==> config.mk <==
export PLATFORM = sky130hd
export DESIGN_NAME = inst_fetch
export DESIGN_NICKNAME = d
export VERILOG_FILES = /design/src/rtl/inst_fetch_pkg.sv /design/src/rtl/vaddr_xlate.sv /design/src/rtl/inst_fetch.sv
export SDC_FILE = /design/constraint.sdc
export NUM_CORES = 1
export LEC_CHECK = 0
export ABC_AREA = 1
export BUFFER_PORTS_ARGS = -buffer_cell sky130_fd_sc_hd__buf_4
export CAP_MARGIN = 25
export CORE_UTILIZATION = 30
export CTS_CLUSTER_DIAMETER = 50
export CTS_CLUSTER_SIZE = 30
export DETAILED_ROUTE_END_ITERATION = 6
export SETUP_SLACK_MARGIN = 0.5
export SLEW_MARGIN = 20
export SYNTH_ARGS = -nofsm -noshare
export SYNTH_HDL_FRONTEND = slang
export SYNTH_SLANG_ARGS = --single-unit
==> constraint.sdc <==
create_clock -name clk -period 8.95 [get_ports clk]
set_input_delay 1.79 -clock clk [delete_from_list [all_inputs] [get_ports clk]]
set_output_delay 1.79 -clock clk [all_outputs]
set_load 0.005 [all_outputs]
==> src/rtl/inst_fetch_pkg.sv <==
// rtl/inst_fetch_pkg.sv - shared fetch-stage types, exception codes and address helpers
package inst_fetch_pkg;

    typedef enum logic [1:0] {
        S_IDLE = 2'd0,
        S_WAIT = 2'd1,
        S_DROP = 2'd2
    } fetch_state_t;

    localparam logic [4:0]  EXC_ADEL  = 5'd4;
    localparam logic [4:0]  EXC_IBE   = 5'd6;
    localparam logic [31:0] KSEG_MASK = 32'h1FFFFFFF;

    // kseg0 (100) and kseg1 (101) both map straight onto low physical memory
    function automatic logic is_kseg01(input logic [31:0] vaddr);
        return vaddr[31:30] == 2'b10;
    endfunction

endpackage

==> src/rtl/vaddr_xlate.sv <==
// rtl/vaddr_xlate.sv - combinational fixed-mapping virtual to physical translation
module vaddr_xlate
    import inst_fetch_pkg::*;
(
    input  logic [31:0] vaddr,
    output logic [31:0] paddr
);

    assign paddr = is_kseg01(vaddr) ? (vaddr & KSEG_MASK) : vaddr;

endmodule

==> src/rtl/inst_fetch.sv <==
// rtl/inst_fetch.sv - instruction fetch stage: req/ack bus read into a registered ir/ir_pc pair
module inst_fetch
    import inst_fetch_pkg::*;
#(
    parameter int unsigned  TIMEOUT_CYCLES = 255,
    parameter logic [31:0]  NOP_WORD       = 32'h00000000
) (
    input  logic        clk,
    input  logic        rest,
    input  logic [31:0] pc_addr,
    input  logic        flush,
    input  logic        id_ready,
    output logic        pc_hold,
    output logic        ibus_req,
    output logic [31:0] ibus_addr,
    input  logic        ibus_ack,
    input  logic [31:0] ibus_rdata,
    output logic [31:0] ir,
    output logic [31:0] ir_pc,
    output logic        ir_valid,
    output logic        ir_exc,
    output logic [4:0]  ir_exc_code
);

    localparam logic [7:0] TO_LAST = 8'(TIMEOUT_CYCLES - 1);

    fetch_state_t state, state_d;
    logic [7:0]   cnt, cnt_d;
    logic [31:0]  phys;
    logic [31:0]  ir_d, ir_pc_d, ibus_addr_d;
    logic         ir_valid_d, ir_exc_d, ibus_req_d;
    logic [4:0]   ir_exc_code_d;
    logic         load;
    logic         slot_free;
    logic         timeout;

    vaddr_xlate u_xlate (
        .vaddr (pc_addr),
        .paddr (phys)
    );

    assign slot_free = !ir_valid || id_ready;
    assign timeout   = (cnt == TO_LAST);
    assign pc_hold   = !(flush || load);

    always_comb begin
        state_d       = state;
        cnt_d         = cnt;
        ir_d          = ir;
        ir_pc_d       = ir_pc;
        ir_valid_d    = ir_valid && !id_ready;
        ir_exc_d      = ir_exc;
        ir_exc_code_d = ir_exc_code;
        ibus_req_d    = ibus_req;
        ibus_addr_d   = ibus_addr;
        load          = 1'b0;

        case (state)
            S_IDLE: begin
                if (flush) begin
                    ir_valid_d = 1'b0;
                end else if (slot_free && (pc_addr[1:0] != 2'b00)) begin
                    load          = 1'b1;
                    ir_d          = NOP_WORD;
                    ir_pc_d       = pc_addr;
                    ir_valid_d    = 1'b1;
                    ir_exc_d      = 1'b1;
                    ir_exc_code_d = EXC_ADEL;
                end else if (slot_free) begin
                    ir_pc_d     = pc_addr;
                    ibus_addr_d = phys;
                    ibus_req_d  = 1'b1;
                    cnt_d       = 8'd0;
                    state_d     = S_WAIT;
                end
            end
            S_WAIT: begin
                if (flush) begin
                    ir_valid_d = 1'b0;
                    // the bus cycle must complete; S_DROP swallows its result
                    if (ibus_ack || timeout) begin
                        ibus_req_d = 1'b0;
                        state_d    = S_IDLE;
                    end else begin
                        cnt_d   = cnt + 8'd1;
                        state_d = S_DROP;
                    end
                end else if (ibus_ack) begin
                    load          = 1'b1;
                    ir_d          = ibus_rdata;
                    ir_valid_d    = 1'b1;
                    ir_exc_d      = 1'b0;
                    ir_exc_code_d = 5'd0;
                    ibus_req_d    = 1'b0;
                    state_d       = S_IDLE;
                end else if (timeout) begin
                    load          = 1'b1;
                    ir_d          = NOP_WORD;
                    ir_valid_d    = 1'b1;
                    ir_exc_d      = 1'b1;
                    ir_exc_code_d = EXC_IBE;
                    ibus_req_d    = 1'b0;
                    state_d       = S_IDLE;
                end else begin
                    cnt_d = cnt + 8'd1;
                end
            end
            S_DROP: begin
                if (flush) begin
                    ir_valid_d = 1'b0;
                end
                if (ibus_ack || timeout) begin
                    ibus_req_d = 1'b0;
                    state_d    = S_IDLE;
                end else begin
                    cnt_d = cnt + 8'd1;
                end
            end
            default: begin
                ibus_req_d = 1'b0;
                state_d    = S_IDLE;
            end
        endcase
    end

    always_ff @(posedge clk or posedge rest) begin
        if (rest) begin
            state       <= S_IDLE;
            cnt         <= 8'd0;
            ir          <= NOP_WORD;
            ir_pc       <= 32'd0;
            ir_valid    <= 1'b0;
            ir_exc      <= 1'b0;
            ir_exc_code <= 5'd0;
            ibus_req    <= 1'b0;
            ibus_addr   <= 32'd0;
        end else begin
            state       <= state_d;
            cnt         <= cnt_d;
            ir          <= ir_d;
            ir_pc       <= ir_pc_d;
            ir_valid    <= ir_valid_d;
            ir_exc      <= ir_exc_d;
            ir_exc_code <= ir_exc_code_d;
            ibus_req    <= ibus_req_d;
            ibus_addr   <= ibus_addr_d;
        end
    end

endmodule

* Word level (Yosys, flattened, before mapping)
Cells that the tools add are included.
Word-level totals: flip-flop bits (word level) 114, output and inout port bits 105
Operators by class: $add $sub $neg 1, eq/ne operators 14, multiplexer cells 59, bitwise operators 2, reductions and logical operators 19
Operator list (count):
- $mux W32 | 8
- $pmux W32 S2 | 1
- $mux W8 | 7
- $mux W5 | 5
- $pmux W8 S3 | 1
- $mux W1 | 23
- $mux W2 | 8
- $ne A2 B2 Y1 const B | 6
- $pmux W5 S2 | 1
- $reduce_and A5 Y1 | 2
- $ne A3 B3 Y1 const B | 3
- $add A8 B1 Y8 const B | 1
- $eq A8 B8 Y1 const B | 1
- $reduce_and A4 Y1 | 2
- $pmux W1 S3 | 2
- $pmux W2 S3 | 1
- $reduce_and A6 Y1 | 1
- $reduce_bool A2 Y1 | 3
- $eq A2 B2 Y1 const B | 2
- $ne A4 B4 Y1 const B | 1
- $pmux W1 S2 | 2
- $logic_not A1 Y1 | 3
- $logic_or A1 B1 Y1 | 3
- $reduce_and A3 Y1 | 1
- 5 further kinds | 7

* Longest topological paths before layout
depth after elaboration 8, depth in mapped cells 13, mapped depth without buffers 11

* Hierarchy
A second synthesis with hierarchy kept.
Second synthesis, totals: cell total of the unflattened synthesis 467, area, all modules 5041.1 um^2
Modules (own cells, without submodules):
- inst_fetch | instances 1, cells an instance 432, area each 4795.8 um^2
- vaddr_xlate | instances 1, cells an instance 35, area each 245.2 um^2

* Worst setup path after synthesis
OpenSTA, ideal clock, no wires.
kind input port to output port, start input ibus_ack, end output pc_hold, arrival 2281 ps, data required time 7160 ps, path slack 4879 ps, stages on the path 5, path through inv_1 -> nand2_4 -> nand2_4 -> o21ai_0 -> nor2_1
Between the ends: cells in the longest elaborated chain, start to end 5
RTL lines:
- start, declared | line inst_fetch.sv:16 | input logic ibus_ack,
- $mux W1 | line inst_fetch.sv:88 | end else if (ibus_ack) begin
- $mux W1 | line inst_fetch.sv:78 | if (flush) begin
- $pmux W1 S2 | line inst_fetch.sv:58 | case (state)
- $logic_or A1 B1 Y1 | line inst_fetch.sv:44 | assign pc_hold = !(flush || load);
- $logic_not A1 Y1 | line inst_fetch.sv:44
- end, declared | line inst_fetch.sv:13 | output logic pc_hold,
Every way passes these cells.

* Worst setup path in the final report
Ends and elaborated chain as after synthesis.

==> impl_metrics.env <==
export IMPL_outcome="complete, no violations"
export IMPL_synth_avg_cell_area_um2=8.83
export IMPL_timing_fmax_mhz=220
export IMPL_synth_seq_cells=110
export IMPL_cts_clk_slew_worst_paths_ps=70
export IMPL_synth_top_area_frac=0.585
export IMPL_num_io_pins=174
export IMPL_synth_yosys_warnings=0
export IMPL_grt_setup_unrepaired="false"
export IMPL_post_cts_buffers=0
export IMPL_worst_setup_path_end_kind="primary output"
export IMPL_worstSetupPathType="primary input to primary output"
export IMPL_crit_required_ps=7160
export IMPL_grt_remaining_overflow=0
export IMPL_pwr_density_cell_nw_per_um2=324
export IMPL_synth_cell_area_um2=4710
export IMPL_initial_utilization=0.308
export IMPL_nets=768
export IMPL_cts_tree="built"
export IMPL_worstSkewPairLatency_ps=350
export IMPL_grt_pass1_vias=3815
export IMPL_antenna_found_initial=0
export IMPL_cap_viol_max_count=0
export IMPL_maxSlewHeadroom=0.476
export IMPL_vias=4014
export IMPL_io_buffer_count=170
export IMPL_cp_arrival_ps=2750
export IMPL_grt_usage=0.149
export IMPL_synth_edff_count=0
export IMPL_ir_drop_mv=0.141
export IMPL_die_w_um=127
export IMPL_synthFlopType="dfrtp_1"
export IMPL_routabilityCongestion=0.875
export IMPL_clock_root_buffer="clkbuf_16"
export IMPL_setup_tns_ps=0
export IMPL_fin_skew_ps=6.21
export IMPL_grt_max_degree=69
export IMPL_vias_per_cell=4.42
export IMPL_setup_viol_count_final=0
export IMPL_fin_crit_ps=4540
export IMPL_ctsHoldBuffers=0
export IMPL_dp_hpwl_um=8580
export IMPL_drt_first_pass_iters=4
export IMPL_path_max_fanout=20
export IMPL_cp_start_kind="primary input"
export IMPL_synth_largest_area_cell="dfrtp_1"
export IMPL_fin_util=0.422
export IMPL_post_synth_top_count_cell="nand2_1"
export IMPL_drv_slew=0
export IMPL_clk_path_buf_depth=2
export IMPL_hold_viol=0
export IMPL_drive_gt1_frac=0.297
export IMPL_drc=0
export IMPL_fin_hold_ws_ps=489
export IMPL_die_h_um=127
export IMPL_drtIter0Drc=224
export IMPL_h_tree_depth=3
export IMPL_wire_per_inst_um=13.0
export IMPL_fp_row_count=45
export IMPL_rrSetupSlack_ps=6580
export IMPL_yosysUniqueCellTypes=26
export IMPL_yosysSeqAreaShare=0.585
export IMPL_hold_path_class="flip-flop to flip-flop"
export IMPL_synth_top_cells_by_area="dfrtp_1 58%, nand2_1 12%, o21ai_0 7.3%, inv_1 4.3%, nand3_1 3.4%"
export IMPL_tightest_slew_ps=787
export IMPL_synth_async_reset_ratio=1.00
export IMPL_p_leak_nw=3.33
export IMPL_grt_pass1_wl_um=19000
export IMPL_fin_crit_sh=0.508
export IMPL_routed_wl_um=11800
export IMPL_postRouteAntennaNets=0
export IMPL_numCtsBuffers=9
export IMPL_die_area_um2=16200
export IMPL_antenna_cells=0
export IMPL_synth_cells=533
export IMPL_ys_top_cells_by_count="155 x nand2_1, 110 x dfrtp_1, 69 x o21ai_0, 54 x inv_1, 32 x nand3_1"
export IMPL_cts_repair_resized=0
export IMPL_clock_sinks=110
export IMPL_syn_to_final_growth_pct=36.9
export IMPL_fp_coreArea_um2=15300
## layout by cell type (no fill, tap or decap), types with 2 or more instances in the layout
| cell | n |
|---|---|
| a21oi_1 | 9 |
| buf_4 | 174 |
| clkbuf_16 | 9 |
| conb_1 | 3 |
| dfrtp_1 | 110 |
| ha_1 | 6 |
| inv_1 | 53 |
| inv_6 | 4 |
| nand2_1 | 155 |
| nand2_2 | 4 |
| nand2_4 | 2 |
| nand3_1 | 32 |
| nand4_1 | 4 |
| nor2_1 | 15 |
| nor2_2 | 3 |
| o21ai_0 | 69 |
| o21ai_1 | 29 |
| o21ai_2 | 5 |
| xnor2_1 | 2 |
## layout make-up
| type | count | area (µm²) |
|---|---|---|
| timing repair buffer | 175 | 1330 |
| fill | 1524 | 8810 |
| tap | 211 | 264 |
| inverter | 54 | 205 |
| clock buffer | 9 | 225 |
| multi-input combinational | 343 | 1610 |
| sequential | 110 | 2750 |
| clock inverter | 7 | 62.6 |
## metal layers
layer,global-route usage,part of all wire,up-vias
met3,0.0381,0.063,14
met5,0,0,-
li1,-,-,2014
met2,0.230,0.46,141
met1,0.200,0.46,1845
met4,0.0546,0.016,0
## flip-flops by register name, summed over array words and instances (netlist names)
signal and cells:
ibus_addr 32, ir 32, ir_pc 32, cnt 8
ir_exc_code 2, state 2, ibus_req 1, ir_valid 1
## worst paths after layout
kind / start / to / depth (start not counted)
max reg2reg: state[0] / ibus_addr[27] / 10
min in group asynchronous: rest / ir[1] / 2
max: ibus_ack / pc_hold / 7
min: ibus_addr[30] / ibus_addr[30] / 2
max in group asynchronous: rest / ir_pc[11] / 3
min reg2reg: ibus_addr[30] / ibus_addr[30] / 2
## stage by stage
step	std cells	total power, W	area (µm²)	worst slack [ps]
3_5_place_dp	892	0.00171	6140	4420
2_1_floorplan	535	0.00127	4710	4260
3_3_place_gp	892	0.00168	6140	4450
6_report	909	0.00209	6440	4410
4_1_cts	908	0.00211	6420	4410
5_1_grt	909	0.00226	6440	4310
## cells by family after synthesis
group           count (synthesis)  synth area share
simple gates                  217             0.192
compound gates                115             0.128
flops                         110             0.585
fa+ha+maj                       6            0.0159
buf+inv                        82            0.0752
other cells                     1          0.000797
xor+xnor                        2           0.00372
## power by group
group | internal [W] | switching, W | total [W]
Clock | 0.000196 | 0.000196 | 0.000391
Combinational | 0.000413 | 0.000454 | 0.000867
Sequential | 0.000704 | 0.000124 | 0.000828
## worst max-delay path, cell delays in order
cell	delay [ps]
buf_4	180
inv_1	160
nand2_4	110
nand2_4	110
o21ai_0	150
nor2_1	120
buf_4	120
No activity file was read; power rests on OpenSTA's default activity.
